<file path="src/rtl/delay_line_probe_pkg.sv">
// Shared types and defaults for the delay-line round-trip latency probe.
package delay_line_probe_pkg;

    localparam int PROBE_CNT_W   = 10;
    localparam int PROBE_TIMEOUT = 1023;

    typedef enum logic [2:0] {
        S_IDLE,
        S_FLUSH,
        S_LAUNCH,
        S_WAIT,
        S_CHECK,
        S_DONE,
        S_TIMEOUT
    } probe_state_t;

endpackage

</file>
<file path="src/rtl/delay_line_probe.sv">
// Launches one pulse into a register delay line and counts cycles until it
// returns; reports the latency, a timeout, or a stretched-echo error.
module delay_line_probe
    import delay_line_probe_pkg::*;
#(
    parameter int CNT_W   = PROBE_CNT_W,
    parameter int TIMEOUT = PROBE_TIMEOUT
) (
    input  logic             clk,
    input  logic             rst_n,
    input  logic             start,
    input  logic             echo_i,
    output logic             launch_o,
    output logic             busy,
    output logic             done,
    output logic             timeout,
    output logic             width_err,
    output logic [CNT_W-1:0] latency
);

    localparam logic [CNT_W-1:0] TO_VAL = CNT_W'(TIMEOUT);
    localparam logic [CNT_W-1:0] ONE    = CNT_W'(1);

    probe_state_t     state_q, state_d;
    logic [CNT_W-1:0] cnt_q, cnt_d;
    logic [CNT_W-1:0] lat_q, lat_d;
    logic             werr_q, werr_d;

    always_ff @(posedge clk) begin
        if (!rst_n) begin
            state_q <= S_IDLE;
            cnt_q   <= '0;
            lat_q   <= '0;
            werr_q  <= 1'b0;
        end else begin
            state_q <= state_d;
            cnt_q   <= cnt_d;
            lat_q   <= lat_d;
            werr_q  <= werr_d;
        end
    end

    // cnt is checked against TIMEOUT before incrementing so it never wraps.
    always_comb begin
        state_d = state_q;
        cnt_d   = cnt_q;
        lat_d   = lat_q;
        werr_d  = werr_q;
        case (state_q)
            S_IDLE, S_DONE, S_TIMEOUT: begin
                if (start) begin
                    state_d = S_FLUSH;
                    cnt_d   = '0;
                    werr_d  = 1'b0;
                end
            end
            S_FLUSH: begin
                if (!echo_i) begin
                    state_d = S_LAUNCH;
                    cnt_d   = '0;
                end else if (cnt_q == TO_VAL) begin
                    state_d = S_TIMEOUT;
                    lat_d   = '1;
                end else begin
                    cnt_d = cnt_q + ONE;
                end
            end
            S_LAUNCH: begin
                if (echo_i) begin
                    lat_d   = '0;
                    state_d = S_CHECK;
                end else begin
                    cnt_d   = ONE;
                    state_d = S_WAIT;
                end
            end
            S_WAIT: begin
                if (echo_i) begin
                    lat_d   = cnt_q;
                    state_d = S_CHECK;
                end else if (cnt_q == TO_VAL) begin
                    state_d = S_TIMEOUT;
                    lat_d   = '1;
                end else begin
                    cnt_d = cnt_q + ONE;
                end
            end
            S_CHECK: begin
                // A pulse still high one cycle after capture was stretched.
                if (echo_i) werr_d = 1'b1;
                state_d = S_DONE;
            end
            default: state_d = S_IDLE;
        endcase
    end

    assign launch_o  = (state_q == S_LAUNCH);
    assign busy      = (state_q == S_FLUSH) || (state_q == S_LAUNCH) ||
                       (state_q == S_WAIT)  || (state_q == S_CHECK);
    assign done      = (state_q == S_DONE);
    assign timeout   = (state_q == S_TIMEOUT);
    assign width_err = werr_q;
    assign latency   = lat_q;

endmodule

</file>
<file path="config.mk">
export PLATFORM = sky130hd
export DESIGN_NAME = delay_line_probe
export DESIGN_NICKNAME = d
export VERILOG_FILES = /design/src/rtl/delay_line_probe_pkg.sv /design/src/rtl/delay_line_probe.sv
export SDC_FILE = /design/constraint.sdc
export NUM_CORES = 1
export LEC_CHECK = 0
export CORE_ASPECT_RATIO = 1.25
export CORE_MARGIN = 5
export CORE_UTILIZATION = 30
export CTS_BUF_LIST = sky130_fd_sc_hd__clkbuf_8 sky130_fd_sc_hd__clkbuf_16
export DETAILED_ROUTE_END_ITERATION = 7
export PLACE_DENSITY_LB_ADDON = 0.12
export SYNTH_ARGS = -nofsm -noshare
export SYNTH_HDL_FRONTEND = slang
export SYNTH_SLANG_ARGS = --single-unit
</file>
<file path="constraint.sdc">
create_clock -name clk -period 1.8 [get_ports clk]
set_input_delay 0.45 -clock clk [delete_from_list [all_inputs] [get_ports clk]]
set_output_delay 0.45 -clock clk [all_outputs]
set_load 0.02 [all_outputs]
</file>
==> impl_results.md <==
* Clk slew on worst S/H paths at approximately 90 ps
* Max Freq at 0.573 GHz
* Fin area at about 2100 µm²
* Max-slew headroom at around four fifths
* CTS tree: yes
* Synthesized net count at 188
* Sum Neg Setup Slack at 0 ps
* FILL cells at approximately 470
* Sink Count at 24
* Endpoint type of the worst setup path: output port
* Hold Slack at roughly 500 ps
* Status: finished, final reports clean
* Crit path DAT at 1290 ps
* Core ar. at 4690 µm²
* Worst R2R Path Depth at 8
* CTS Hold Bufs at 0
* Layout net count at approximately 240
* Top_reg_cell synth: dfxtp_1
* Class of the worst hold path: register to register
* Worst setup path endpoint: launch_o
* Antenna viol nets, final at 0
* Post-synthesis cell type count at 43
* Final WL at between 4000 and 5000 µm
* Drt drc at 0
* Die X at between 70 and 80 µm
* Critical R2R Capture: cnt_q[4]$_SDFFE_PN0P_
* CTS max path bufs at 2
* CP startpoint kind: register
* Layout cell share with drive strength beyond 1 at between 20 and 30%
* Detail Placement HPWL at a little over 3000 µm
* Worst-Margin Slew at 278 ps
* Setup crit start: state_q[1]$_SDFFE_PN0P_
* Vias per inst at approximately 5.3
* Period utilisation layout at slightly below 100%
* Count of final max-slew check failures at 0
* Tot Pwr at roughly 1300 µW
* Crit path kind: register to output port
* Worst EP required at 1350 ps
* PnR worst setup slack at about 55 ps
* Synth top area share at about a third
* Asr flop ratio synth at 0%
* Clk root buf: clkbuf_8
* Vias in the first global route at between 1,500 and 2,000
* Crit-path slowest cell: dfxtp_4
* Mean Syn Cell Area at just under 8 µm²
* Average wire per standard cell at ~15 µm
* RSZ-0062 raised after global routing: yes
* Pre-CTS WS at -338 ps
* Via Count at 1,526
* Area Growth Syn to Fin at 45.0%
* Syn. warnings at 0
* Crit-path max cell delay at 390 ps
* TritonCTS Buffers at 3
* VDD IR max at between 0.0002 and 0.0003 V
* Final hold violation count at 0
* Gr ovfl total at 0
* ANT cells at 0
* Final setup vio count at 0
* Post-synth EDFFs at 0
* Initial Utilization at a little under a third
* Area leader, netlist: dfxtp_1
* First-pass GRT wire length at between 7000 and 8000 µm
* Cell Chain, Critical Path: buf_4 -> nand2b_1 -> nor2_1 -> dlygate4sd2_1
* Crit path time final at about 1700 ps
* Post-synth top cells: 24 x dfxtp_1, 23 x a21oi_1, 21 x nand2_1
* Sequential cell area fraction in the yosys report at approximately a third
* R2r startpoint: state_q[1]$_SDFFE_PN0P_
* Max_cap viols at 0
* Top-level I/O count at 19
* Yosys reg bits at 24
* 1st-iter DRT viols at about 110
* Worst skew pair latency at between 200 and 300 ps
* Port bufs at 18
* PD cells at approximately 630 nW/µm²
* Skew final at ~8.4 ps
* Synth area leaders: dfxtp_1 33%, a21oi_1 8.0%, o221a_2 7.8%, and3_1 5.6%, nand2_1 5.5%
* Largest net degree at the start of global routing at 22
* Hold path cells at 2
* Initial antenna violation count at 0
* Most common cell in the netlist: dfxtp_1
* Post-placement cell area at ~1900 µm²
* Tot GR Track Use at between 10% and 20%
* Placer Congestion at 0.873
* R2r setup slk at about 90 ps
* Mapped cell area at around 1400 µm²
* Rows at 28
* First-pass DRT Iterations at 4
* Full die area at 6310 µm²
* Synth Instances at about 180
* Die Ht at just under 90 µm
* Crit Path Max Fanout at 6
* Pleak at roughly 0.00085 µW
* H-tree Lvls at 1
==> critical path, delay by kind of cell (launching register included) <==
kind | cells | cell delay [ps]
buf+inv | 2 | 460
flops | 1 | 390
simple gates | 2 | 170
==> layout make-up <==
cell class	instances	area [µm²]	share of cell area (%)
sequential	24	485	23.2
tap	60	75.1	3.59
multi-input combinational	141	912	43.6
inverter	5	18.8	0.897
timing repair buffer	55	531	25.3
clock inverter	1	30.0	1.43
clock buffer	3	41.3	1.97
==> sequential cells by signal, indices dropped and copies added (netlist names) <==
signal and cells:
cnt_q 10, state_q 3, width_err 1, latency 10
==> worst min-delay path by stage <==
stage,from,endpoint,slack [ps]
floorplan,cnt_q[1]$_SDFFE_PN0P_,cnt_q[1]$_SDFFE_PN0P_,480
global placement,width_err$_SDFFE_PN0P_,width_err$_SDFFE_PN0P_,480
detailed placement,width_err$_SDFFE_PN0P_,width_err$_SDFFE_PN0P_,490
CTS,width_err$_SDFFE_PN0P_,width_err$_SDFFE_PN0P_,510
global route,width_err$_SDFFE_PN0P_,width_err$_SDFFE_PN0P_,530
finish,width_err$_SDFFE_PN0P_,width_err$_SDFFE_PN0P_,500
==> metal layers <==
| layer | part of all wire, % | vias to the layer above | wire length (µm) | global-route usage [%] |
|---|---|---|---|---|
| li1 | - | 758 | - | - |
| met1 | 44 | 735 | 1950 | 17.1 |
| met2 | 52 | 28 | 2310 | 26.1 |
| met3 | 3.1 | 5 | 138 | 2.07 |
| met4 | 1.1 | 0 | 51 | 5.81 |
| met5 | 0 | - | 0 | 0 |
==> placed cells by master, fill, tap and decap left out, drive strengths merged, types with 2 or more instances in the layout <==
cell / synthesis / final
nor3b: 2 / 2
nand3: 3 / 3
and4: 2 / 2
a21oi: 23 / 23
nand2b: 3 / 3
nand2: 21 / 21
nor2b: 6 / 6
o221a: 10 / 10
o22ai: 2 / 2
o21ai: 11 / 11
dlygate4sd2: 0 / 5
xnor2: 2 / 2
dfxtp: 24 / 24
clkdlybuf4s50: 0 / 12
nand4: 3 / 3
buf: 4 / 35
inv: 5 / 5
and3: 13 / 13
nor3: 3 / 3
clkbuf: 9 / 6
and2: 7 / 7
nor2: 11 / 11
a222oi: 2 / 2
xor2: 2 / 2
==> power breakdown <==
group          total [µW]  switching, µW  internal (µW)
clock network         489            191            298
logic                 281            138            142
registers             544           6.96            537
==> cell families (layout without fill, tap and decap cells) <==
logic type	Yosys count	in the layout	synth area share, %
DFF	24	24	33.3
buffers and inverters	18	64	5.63
xor gates and xnor gates	4	4	2.43
muxes	1	1	0.693
adders and majority gates	1	1	0.866
and+or+nand+nor	76	76	28.8
AOI/OAI and AO/OA	59	59	28.3
==> what timing repair did <==
action                                  4_1_cts  5_1_grt
buffers inserted                              1        4
pin swaps                                     2       11
endpoints found under the setup margin        9       11
cloned                                        1        2
gates resized for setup                      11       16
==> stage by stage <==
| step | utilization (%) | cells |
|---|---|---|
| 4_1_cts | 42.0 | 283 |
| 6_report | 44.6 | 289 |
| 3_3_place_gp | 40.0 | 277 |
| 5_1_grt | 44.6 | 289 |
| 2_1_floorplan | - | 183 |
| 3_5_place_dp | 40.0 | 277 |
(Power assumes the default switching activity.)
